[config.mk]
export PLATFORM = sky130hd
export DESIGN_NAME = parking_exit_controller
export DESIGN_NICKNAME = d
export VERILOG_FILES = /design/src/rtl/parking_exit_controller.sv
export SDC_FILE = /design/constraint.sdc
export NUM_CORES = 1
export LEC_CHECK = 0
export CAP_MARGIN = 20
export CORE_UTILIZATION = 40
export CTS_CLUSTER_DIAMETER = 200
export DETAILED_ROUTE_END_ITERATION = 16
export PLACE_DENSITY = 0.7
export SLEW_MARGIN = 20
export SYNTH_ARGS = -nofsm -noshare
export SYNTH_HDL_FRONTEND = slang
export SYNTH_SLANG_ARGS = --single-unit
[constraint.sdc]
create_clock -name clk_i -period 7.1 [get_ports clk_i]
set_clock_uncertainty 0.1 [all_clocks]
set_input_delay 1.065 -clock clk_i [delete_from_list [all_inputs] [get_ports clk_i]]
set_output_delay 1.065 -clock clk_i [all_outputs]
set_load 0.005 [all_outputs]
[src/rtl/parking_exit_controller.sv]
// Exit-lane gate controller: ticket validation handshake, gate sequencing, lot occupancy
// and a saturating exit counter. Optional REQ timeout enabled by `define EXIT_TIMEOUT_EN.
module parking_exit_controller #(
  parameter int unsigned CAPACITY      = 200,
  parameter int unsigned HOLD_CYCLES   = 3,
  parameter int unsigned VALID_TIMEOUT = 15
) (
  input  logic       clk_i,
  input  logic       reset_i,
  input  logic       car_i,
  input  logic       ticket_i,
  output logic       valid_req_o,
  input  logic       valid_ack_i,
  input  logic       valid_ok_i,
  input  logic       clear_i,
  input  logic       entry_i,
  input  logic       cnt_reset_i,
  output logic       gate_open_o,
  output logic       gate_close_o,
  output logic       red_o,
  output logic       yellow_o,
  output logic       green_o,
  output logic       deny_o,
  output logic [7:0] occupancy_o,
  output logic       full_o,
  output logic [7:0] exit_count_o
);

  localparam logic [7:0] CapVal  = 8'(CAPACITY);
  localparam logic [3:0] HoldMax = 4'(HOLD_CYCLES);

  typedef enum logic [2:0] {
    StIdle  = 3'd0,
    StReq   = 3'd1,
    StDeny  = 3'd2,
    StOpen  = 3'd3,
    StHold  = 3'd4,
    StWarn  = 3'd5,
    StClose = 3'd6
  } state_e;

  state_e     state_q, state_d;
  logic [3:0] hold_q, hold_d;
  logic [7:0] occ_q, occ_d;
  logic [7:0] exit_cnt_q, exit_cnt_d;
  logic       hold_done;
  logic       exit_event;
  logic       timeout;

`ifdef EXIT_TIMEOUT_EN
  localparam logic [7:0] TimeoutVal = 8'(VALID_TIMEOUT);

  logic [7:0] wait_q, wait_d;

  // Counter is zero in the first REQ cycle; timeout fires in the cycle whose count
  // would reach VALID_TIMEOUT, so REQ lasts exactly VALID_TIMEOUT cycles.
  always_comb begin
    wait_d = wait_q;
    if (state_q != StReq) begin
      wait_d = '0;
    end else if (wait_q != 8'hFF) begin
      wait_d = wait_q + 8'd1;
    end
  end

  assign timeout = (state_q == StReq) && ((wait_q + 8'd1) == TimeoutVal);

  always_ff @(posedge clk_i or posedge reset_i) begin
    if (reset_i) begin
      wait_q <= '0;
    end else begin
      wait_q <= wait_d;
    end
  end
`else
  assign timeout = 1'b0;
`endif

  assign hold_done  = (hold_q >= HoldMax);
  assign exit_event = (state_q == StHold) && hold_done && clear_i;

  // State register
  always_ff @(posedge clk_i or posedge reset_i) begin
    if (reset_i) begin
      state_q <= StIdle;
    end else begin
      state_q <= state_d;
    end
  end

  // Next-state logic
  always_comb begin
    state_d = state_q;
    unique case (state_q)
      StIdle: begin
        if (car_i && ticket_i) state_d = StReq;
      end
      StReq: begin
        // An ack in the timeout cycle still wins.
        if (valid_ack_i) begin
          state_d = valid_ok_i ? StOpen : StDeny;
        end else if (timeout) begin
          state_d = StDeny;
        end
      end
      StDeny:  state_d = StIdle;
      StOpen:  state_d = StHold;
      StHold: begin
        if (hold_done && clear_i) state_d = StWarn;
      end
      StWarn:  state_d = StClose;
      StClose: state_d = StIdle;
      default: state_d = StIdle;
    endcase
  end

  // Moore outputs
  always_comb begin
    valid_req_o  = 1'b0;
    gate_open_o  = 1'b0;
    gate_close_o = 1'b0;
    deny_o       = 1'b0;
    red_o        = 1'b0;
    yellow_o     = 1'b0;
    green_o      = 1'b0;
    case (state_q)
      StReq: begin
        yellow_o    = 1'b1;
        valid_req_o = 1'b1;
      end
      StDeny: begin
        red_o  = 1'b1;
        deny_o = 1'b1;
      end
      StOpen: begin
        green_o     = 1'b1;
        gate_open_o = 1'b1;
      end
      StHold:  green_o  = 1'b1;
      StWarn:  yellow_o = 1'b1;
      StClose: begin
        red_o        = 1'b1;
        gate_close_o = 1'b1;
      end
      default: red_o = 1'b1;
    endcase
  end

  // Hold timer: zero in the first HOLD cycle, saturating at HOLD_CYCLES
  always_comb begin
    hold_d = hold_q;
    if (state_q == StOpen) begin
      hold_d = '0;
    end else if (state_q == StHold && !hold_done) begin
      hold_d = hold_q + 4'd1;
    end
  end

  // Occupancy: a simultaneous entry and exit cancel out
  always_comb begin
    occ_d = occ_q;
    if (entry_i && exit_event) begin
      occ_d = occ_q;
    end else if (entry_i && (occ_q < CapVal)) begin
      occ_d = occ_q + 8'd1;
    end else if (exit_event && (occ_q != 8'd0)) begin
      occ_d = occ_q - 8'd1;
    end
  end

  always_comb begin
    exit_cnt_d = exit_cnt_q;
    if (cnt_reset_i) begin
      exit_cnt_d = '0;
    end else if (exit_event && (exit_cnt_q != 8'hFF)) begin
      exit_cnt_d = exit_cnt_q + 8'd1;
    end
  end

  always_ff @(posedge clk_i or posedge reset_i) begin
    if (reset_i) begin
      hold_q     <= '0;
      occ_q      <= '0;
      exit_cnt_q <= '0;
    end else begin
      hold_q     <= hold_d;
      occ_q      <= occ_d;
      exit_cnt_q <= exit_cnt_d;
    end
  end

  assign occupancy_o  = occ_q;
  assign exit_count_o = exit_cnt_q;
  assign full_o       = (occ_q == CapVal);

endmodule

; Yosys cells after proc, flatten, opt, wreduce, memory -nomap -nowiden
; Cells that the tools add are included.
; Widths: inputs -> output; s select.
[totals]
ff_bits = 23
inputBits = 9
out_inout_bits = 24
word_cells = 60
[classes]
addsub = 4
n_lt_le_gt_ge = 2
n_eq_ne = 11
n_mux = 18
bitwise_logic = 1
reduce_logical = 20
[ops]
columns = operator, n
row1 = $mux 8, 4
row2 = $add 8x1->8 const B, 2
row3 = $pmux 3 s5, 1
row4 = $eq 3x3->1 const B, 3
row5 = $logic_and 1x1->1, 9
row6 = $mux 3, 3
row7 = $eq 8x8->1 const B, 1
row8 = $lt 8x8->1 const B, 1
row9 = $mux 1, 8
row10 = $mux 4, 2
row11 = $ne 8x8->1 const B, 1
row12 = $reduce_bool 8->1, 1
row13 = $sub 8x1->8 const B, 1
row14 = $eq 3x2->1 const B, 2
row15 = $reduce_bool 2->1, 3
row16 = $add 4x1->4 const B, 1
row17 = $ge 4x2->1 const B, 1
row18 = $ne 2x2->1 const B, 2
row19 = $reduce_or 2->1, 2
row20 = $reduce_or 4->1, 1
row21 = $eq 3x1->1 const B, 1
row22 = $logic_not 3->1, 1
row23 = $reduce_and 3->1, 1
row24 = $ne 2x1->1 const B, 1
row25 = other kinds (3), 3

; Logic depth before layout (Yosys ltp)
[depth]
ltp_word = 6
ltp_mapped = 9
depth_no_buf = 9

; Worst setup path after synthesis
; No wires, ideal clock.
[synth_timing]
path_type = input-to-reg
start = input port entry_i
end = register occ_q[6] (netlist: occupancy_o[6])
setup_ns = 0.125
t_arrival_ns = 2.751
setup_slack_ns = 4.124
stages = 8
path_buffers = 0
path_cell_list = o21a_1 > inv_1 > fa_1 > a21o_1 > a311o_1 > a21oi_1 > xnor2_1 > mux2_4
[synth_via]
elab_chain_len = 3
[synth_rtl]
columns = element, line
row1 = start: declaration, 16  ; input logic entry_i,
row2 = $logic_and 1x1->1 (on tied branches), "164, 162"
row3 = $reduce_bool 2->1 (no source line) or $not 1->1 (tied branches), n/a
row4 = $reduce_and 2->1 (no source line), n/a
row5 = end signal: assignment, 183  ; occ_q <= '0;
row6 = end signal: assignment, 187  ; occ_q <= occ_d;
row7 = end: declaration, 44  ; logic [7:0] occ_q, occ_d;
; Parallel ways exist; a longest one is shown, timed or not.
; A chain may end at the register's enable or synchronous reset.

; Final worst setup path
; Same ends and word-level chain as after synthesis.

==> flow_metrics.py <==
metrics = {
    "critical_path": {
        "critical_path_buf_inv_count": 2,
        "crit_path_top_delay_cell": "clkdlybuf4s50_1",
        "crit_path_end_kind": "register",
        "worstSetupEndpoint": "occupancy_o[6]",
        "startpoint": "entry_i",
        "criticalPathCategory": "primary input to register",
        "r2r-start": "occupancy_o[3]",
        "crit_family": "compound AO/OA/AOI/OAI gates",
        "cp.depth": 9,
        "r2r_end": "occupancy_o[6]",
        "cp.required_ps": 7200,
        "startpoint_type": "primary input",
        "worstRegToRegCells": 9,
        "critPathMaxStageDelay_ps": 500,
        "cp_max_fo": 10,
        "cp_cell_sequence": "clkdlybuf4s50_1 > o21a_1 > inv_1 > fa_1 > a21o_1 > a311o_1 > a21oi_1 > xnor2_1 > mux2_4",
        "rrSetupSlack_ps": 4330,
        "arrival_ps": 3430,
    },
    "sta": {
        "holdWs_ps": 394.1,
        "drv_slew": 0,
        "fin_ws_ps": 3770,
        "setup_viol": 0,
        "fin_tns_setup_ps": 0,
        "fmax_mhz": 300.3,
        "hold_viol_final": 0,
        "worstMarginPinSlew_ps": 851.8,
        "rsz0062_at_grt": "no",
        "max_slew_margin": 0.4315,
        "fin_crit_ps": 3330,
        "finalCritPeriodShare": 0.4690,
    },
    "power": {
        "powerDensity_nw_per_um2": 379.8,
        "power_frac_comb": 0.582,
        "ir_drop_mv": 0.2134,
        "clkPwrFrac": 0.085,
        "power_switching_uw": 273.2,
        "total_leakage_power_uw": 0.0007710,
        "sequentialPowerShare": 0.333,
        "p_total_uw": 689.6,
        "netSwitchingFraction": 0.3961,
        "internal_power_uw": 416.4,
    },
    "synth": {
        "ys.warnings.count": 0,
        "synthTopCellsByArea": "dfrtp_1, ha_1, xnor2_1",
        "ys_seq_area_frac": 0.4017,
        "async_reset_ff_frac": 1.000,
        "netlist.top_cell.by_area": "dfrtp_1",
        "synth-seq-cells": 23,
        "syn_area_per_cell_um2": 9.551,
        "synth_area_um2": 1433,
        "yosysUniqueCellTypes": 36,
        "synthCells": 150,
        "synth_top_area_share": 0.4017,
        "synth_edf_count": 0,
        "synth_nets": 168,
        "synth_ff_type": "dfrtp_1",
    },
    "layout": {
        "stdcell_count": 228,
        "antenna_cells": 0,
        "drive_above_1_share": 0.06593,
        "syn2layout_area_growth_pct": 26.72,
        "fin_nets": 201,
    },
    "placement": {
        "port_buffers": 32,
        "placedCellCount": 224,
        "hpwl_mm": 2.331,
        "gp_routability_congestion": 0.8139,
        "post-place-ws_ps": 3464,
    },
    "clocking": {
        "clkLatencyLatePin_ps": 300,
        "cts_inserted_buffers": 3,
        "post-cts-setup-buffers": 0,
        "post_cts_resized": 0,
        "h-tree-depth": 1,
        "max-clock-path-buffers": 2,
        "cts_hold_buf": 0,
        "root_buffer": "clkbuf_4",
        "cts_sinks": 23,
        "cts_tree": "done",
        "clkTransAtPathRegs_ps": 120,
    },
    "drt": {
        "wire_per_inst_um": 13.24,
        "detail-route-antenna-nets": 0,
        "vias": 1199,
        "drc": 0,
        "first_pass_iters": 4,
        "drt_iter0_drc": 74,
        "vias_per_cell": 5.259,
        "routed_wirelength_mm": 3.018,
    },
    "floorplan": {
        "die_w_um": 61.85,
        "die_area_um2": 3825,
        "die_y_um": 61.85,
        "fp-row-count": 21,
        "io_pins": 33,
        "core_um2": 3390,
        "start_util": 0.4227,
    },
    "global_routing": {
        "grt_max_degree": 24,
        "antenna_found_initial": 0,
        "grt.total_usage": 0.1751,
        "grt_pass1_vias": 1136,
        "grt_pass1_wl_mm": 4.954,
        "overflow": 0,
    },
    "worst_hold_path": {
        "min_path_cells": 1,
        "min_path_type": "register to register",
    },
    "outcome": {
        "outcome": "complete, no violations",
    },
    "run": {
        "maxCapViolations": 0,
    },
}
==> stage by stage <==
step | util | cell area (µm²)
2_1_floorplan | - | 1433
3_3_place_gp | 0.5275 | 1788
3_5_place_dp | 0.5275 | 1788
4_1_cts | 0.5356 | 1815
5_1_grt | 0.5356 | 1815
6_report | 0.5356 | 1815
==> registers in the layout, indices dropped and copies added (netlist names) <==
register      flops
occupancy_o       8
hold_q            4
exit_count_o      8
state_q           3
==> layout by cell type, fill, tap and decap left out, types with 2 or more instances in the layout <==
cell / count
clkdlybuf4s50_1: 32
dfrtp_1: 23
nor2_1: 15
a21oi_1: 14
nand2_1: 11
xnor2_1: 11
ha_1: 8
nor3_1: 7
inv_1: 7
nand3_1: 5
mux2_4: 5
and2_1: 4
o21ai_0: 4
or3_1: 3
a311oi_1: 3
clkbuf_4: 3
nor2b_1: 2
nor3b_1: 2
nor4_1: 2
o21a_1: 2
or4_1: 2
nor4b_1: 2
xor2_1: 2
==> synthesized netlist by cell type, drive strengths merged (2+ instances only) <==
master and n:
inv 7, a21oi 14, xnor2 11, and2 5, nor2 15, nor3 7, nor3b 2, mux2 5
a311oi 3, or4 2, buf 2, o21a 2, nor4b 2, a21o 2, dfrtp 23, clkbuf 2
nand3 5, or3 3, nand4 2, xor2 2, nor4 2, ha 8, nand2 11, nor2b 2
o21ai 4
==> cell families (layout without fill, tap and decap cells) <==
kind of cell               after synthesis  after routing  share of synthesized area
buffers and inverters                   11             43                    0.03406
muxes                                    6              6                    0.05939
DFF                                     23             23                     0.4017
AOI/OAI and AO/OA                       29             29                     0.1249
xor gates and xnor gates                13             13                    0.07948
adders and majority gates                9              9                    0.08385
and+or+nand+nor                         59             59                     0.2166
==> power by group through the flow <==
stage	Sequential [µW]	Clock, µW	Combinational [µW]
after floorplan	209	0	286
after global placement	229	0	385
after detailed placement	229	0	404
after CTS	228	61.6	404
after global routing	237	65.8	446
final	229	58.8	401
==> worst min path at each step <==
stage	from	to	slack (ps)
detailed placement	hold_q[3]	hold_q[3]	370
global route	hold_q[3]	hold_q[3]	400
global placement	hold_q[2]	hold_q[2]	370
finish	hold_q[2]	hold_q[2]	390
floorplan	hold_q[2]	hold_q[2]	340
CTS	hold_q[3]	hold_q[3]	400
==> metal layers <==
layer / up-vias / wire length, µm / track usage
met5: - / 0 / 0
met4: 0 / 35 / 0.07619
met3: 6 / 70 / 0.02070
met2: 39 / 1467 / 0.3057
met1: 554 / 1445 / 0.2179
li1: 600 / - / -
==> layout make-up <==
type | count | area [µm²]
fill | 310 | 1574
multi-input combinational | 116 | 808.3
sequential | 23 | 575.6
timing repair buffer | 32 | 320.3
tap | 46 | 57.56
inverter | 7 | 26.28
clock buffer | 3 | 22.52
clock inverter | 1 | 5.005
(Power assumes the default switching activity.)
==> variant, RTL diff (same flow settings) <==
Encoding of `state_e`: now Gray code (3 bits for 7 states).
--- a/src/rtl/parking_exit_controller.sv
+++ b/src/rtl/parking_exit_controller.sv
@@ -30,13 +30,13 @@
   localparam logic [3:0] HoldMax = 4'(HOLD_CYCLES);
 
   typedef enum logic [2:0] {
-    StIdle  = 3'd0,
-    StReq   = 3'd1,
-    StDeny  = 3'd2,
-    StOpen  = 3'd3,
-    StHold  = 3'd4,
-    StWarn  = 3'd5,
-    StClose = 3'd6
+    StIdle  = 3'b000,
+    StReq   = 3'b001,
+    StDeny  = 3'b011,
+    StOpen  = 3'b010,
+    StHold  = 3'b110,
+    StWarn  = 3'b111,
+    StClose = 3'b101
   } state_e;
 
   state_e     state_q, state_d;
Behaviour: no difference found for any inputs over 10 cycles, from zero or initial values and one cycle with reset_i high; not proved beyond that.
==> variant against the unedited design <==
  * Area after synthesis increased by 0.35%
  * Routed wire length increased by 4.8%
  * Setup slack improved by 0.17 ns
  * Via count increased by 0.50%
  * Cell area about the same
  * Sequential cell count unchanged
  * Combinational power increased by 6.5%
  * Power increased by 3.4%
  * Synthesized cell count decreased by 3.3%
==> variant: results (changes against the unedited design) <==
{| class="wikitable"
! Metric !! Value
|-
| Worst stage delay on the critical path || 0.50 ns (about the same)
|-
| Number of nets at the end of the flow || 196 (-2.5%)
|-
| Static Leakage || 0.000793 uW (+2.8%)
|-
| Wire length per cell after detailed routing || 14.2 um (+7.2%)
|-
| Dpl cells || 219 (-2.2%)
|-
| Largest voltage drop on the vdd net || 0.210 mV (-1.5%)
|-
| Num CTS Buffers || 3 (unchanged)
|-
| Number of library cell types mapped by synthesis || 42 (+17%)
|-
| Met1 layer usage reported by global route || 22.4% (+0.62 points)
|-
| Post-detailed-placement half-perimeter wirelength || 2.31 mm (-1.1%)
|-
| Most numerous cell types in the synthesized netlist || sky130_fd_sc_hd__dfrtp_1, sky130_fd_sc_hd__nor2_1, sky130_fd_sc_hd__nand2_1
|-
| 1st-iter DRT viols || 43 (-42%)
|-
| Tot GR Track Use || 18.0% (+0.50 points)
|-
| First-pass GRT wire length || 5.12 mm (+3.3%)
|-
| Synthesized net count || 163 (-3.0%)
|-
| Worst Min Path Start || hold_q[2]
|-
| Worst Reg-to-Reg Cells || 8 (-1)
|-
| Top cells by area in the synthesized netlist || sky130_fd_sc_hd__dfrtp_1, sky130_fd_sc_hd__ha_1, sky130_fd_sc_hd__mux2_4
|-
| Synth Area in Compound Gates || 15.0% (+2.5 points)
|-
| Adder-cell share of the synthesized area || 8.36% (-0.029 points)
|-
| Avg Vias per Cell || 5.40 (+2.8%)
|-
| Cell with the biggest individual delay on the critical path || sky130_fd_sc_hd__clkdlybuf4s50_1
|-
| Number of global-route vias before repair || 1,100 (-3.2%)
|-
| Required time reported for the critical path endpoint || 7.21 ns (about the same)
|-
| Fraction of registers with async set/reset || 100% (unchanged)
|-
| Highest fanout seen on the critical path || 9 (-1)
|-
| XOR/XNOR share of the synthesized area || 6.70% (-1.2 points)
|-
| Worst skew pair latency || 0.31 ns
|-
| Post-route worst hold slack || 0.443 ns (+0.0486 ns)
|-
| CTS Hold Bufs || 0 (unchanged)
|-
| Mean post-synth cell area || 9.91 um^2 (+3.8%)
|-
| Clock slew at reported path FFs || 0.12 ns (about the same)
|-
| Placed Instance Area || 1790 um^2 (+0.14%)
|-
| Sequential area share after synthesis || 40.0% (-0.14 points)
|-
| Total routed wirelength || 3.16 mm (+4.8%)
|-
| Final critical-path setup slack || 3.94 ns (+0.167 ns)
|-
| Met3 routing resource usage after global routing || 3.93% (+1.9 points)
|-
| Fraction of layout instances using a drive strength above 1 || 10.7% (+4.1 points)
|-
| Reg2reg setup slack || 4.31 ns (-0.02 ns)
|-
| Startpoint of the most critical register-to-register path || occupancy_o[5]
|-
| Met2 routing resource usage after global routing || 31.8% (+1.2 points)
|-
| Buffer count from post-CTS setup fixing || 0 (unchanged)
|-
| Worst setup slack after placement || 3.70 ns (+0.234 ns)
|-
| RD Place Congestion || 0.803 (-1.3%)
|-
| Actual slew at the worst max-slew pin || 0.861 ns (+0.00963 ns)
|-
| Run status || finished clean
|-
| Proportion of synthesized area in mux cells || 8.44% (+2.5 points)
|}
[variant: cell count changes after synthesis, moves of 3 or more]
cell,unedited run,this run
sky130_fd_sc_hd__a21oi_1,14,9
sky130_fd_sc_hd__a311oi_1,3,0
sky130_fd_sc_hd__and2_1,4,0
sky130_fd_sc_hd__nor3_1,7,4
[variant: metal layers]
layer | vias up | wire [um]
li1 | 576 | -
met1 | 585 | 1440
met2 | 40 | 1530
met3 | 4 | 157
met4 | 0 | 31
met5 | - | 0
[variant: layout make-up]
type | count | area [um^2]
Fill cell | 307 | 1570
Sequential cell | 23 | 576
Clock buffer | 4 | 26.3
Timing Repair Buffer | 32 | 320
Multi-Input combinational cell | 112 | 812
Tap cell | 46 | 57.6
Inverter | 6 | 25.0
[variant: power breakdown]
part           switching (uW)  total (uW)  internal [uW]
Sequential               57.8         225            167
Clock                    38.7        60.6           21.9
Combinational             181         427            246
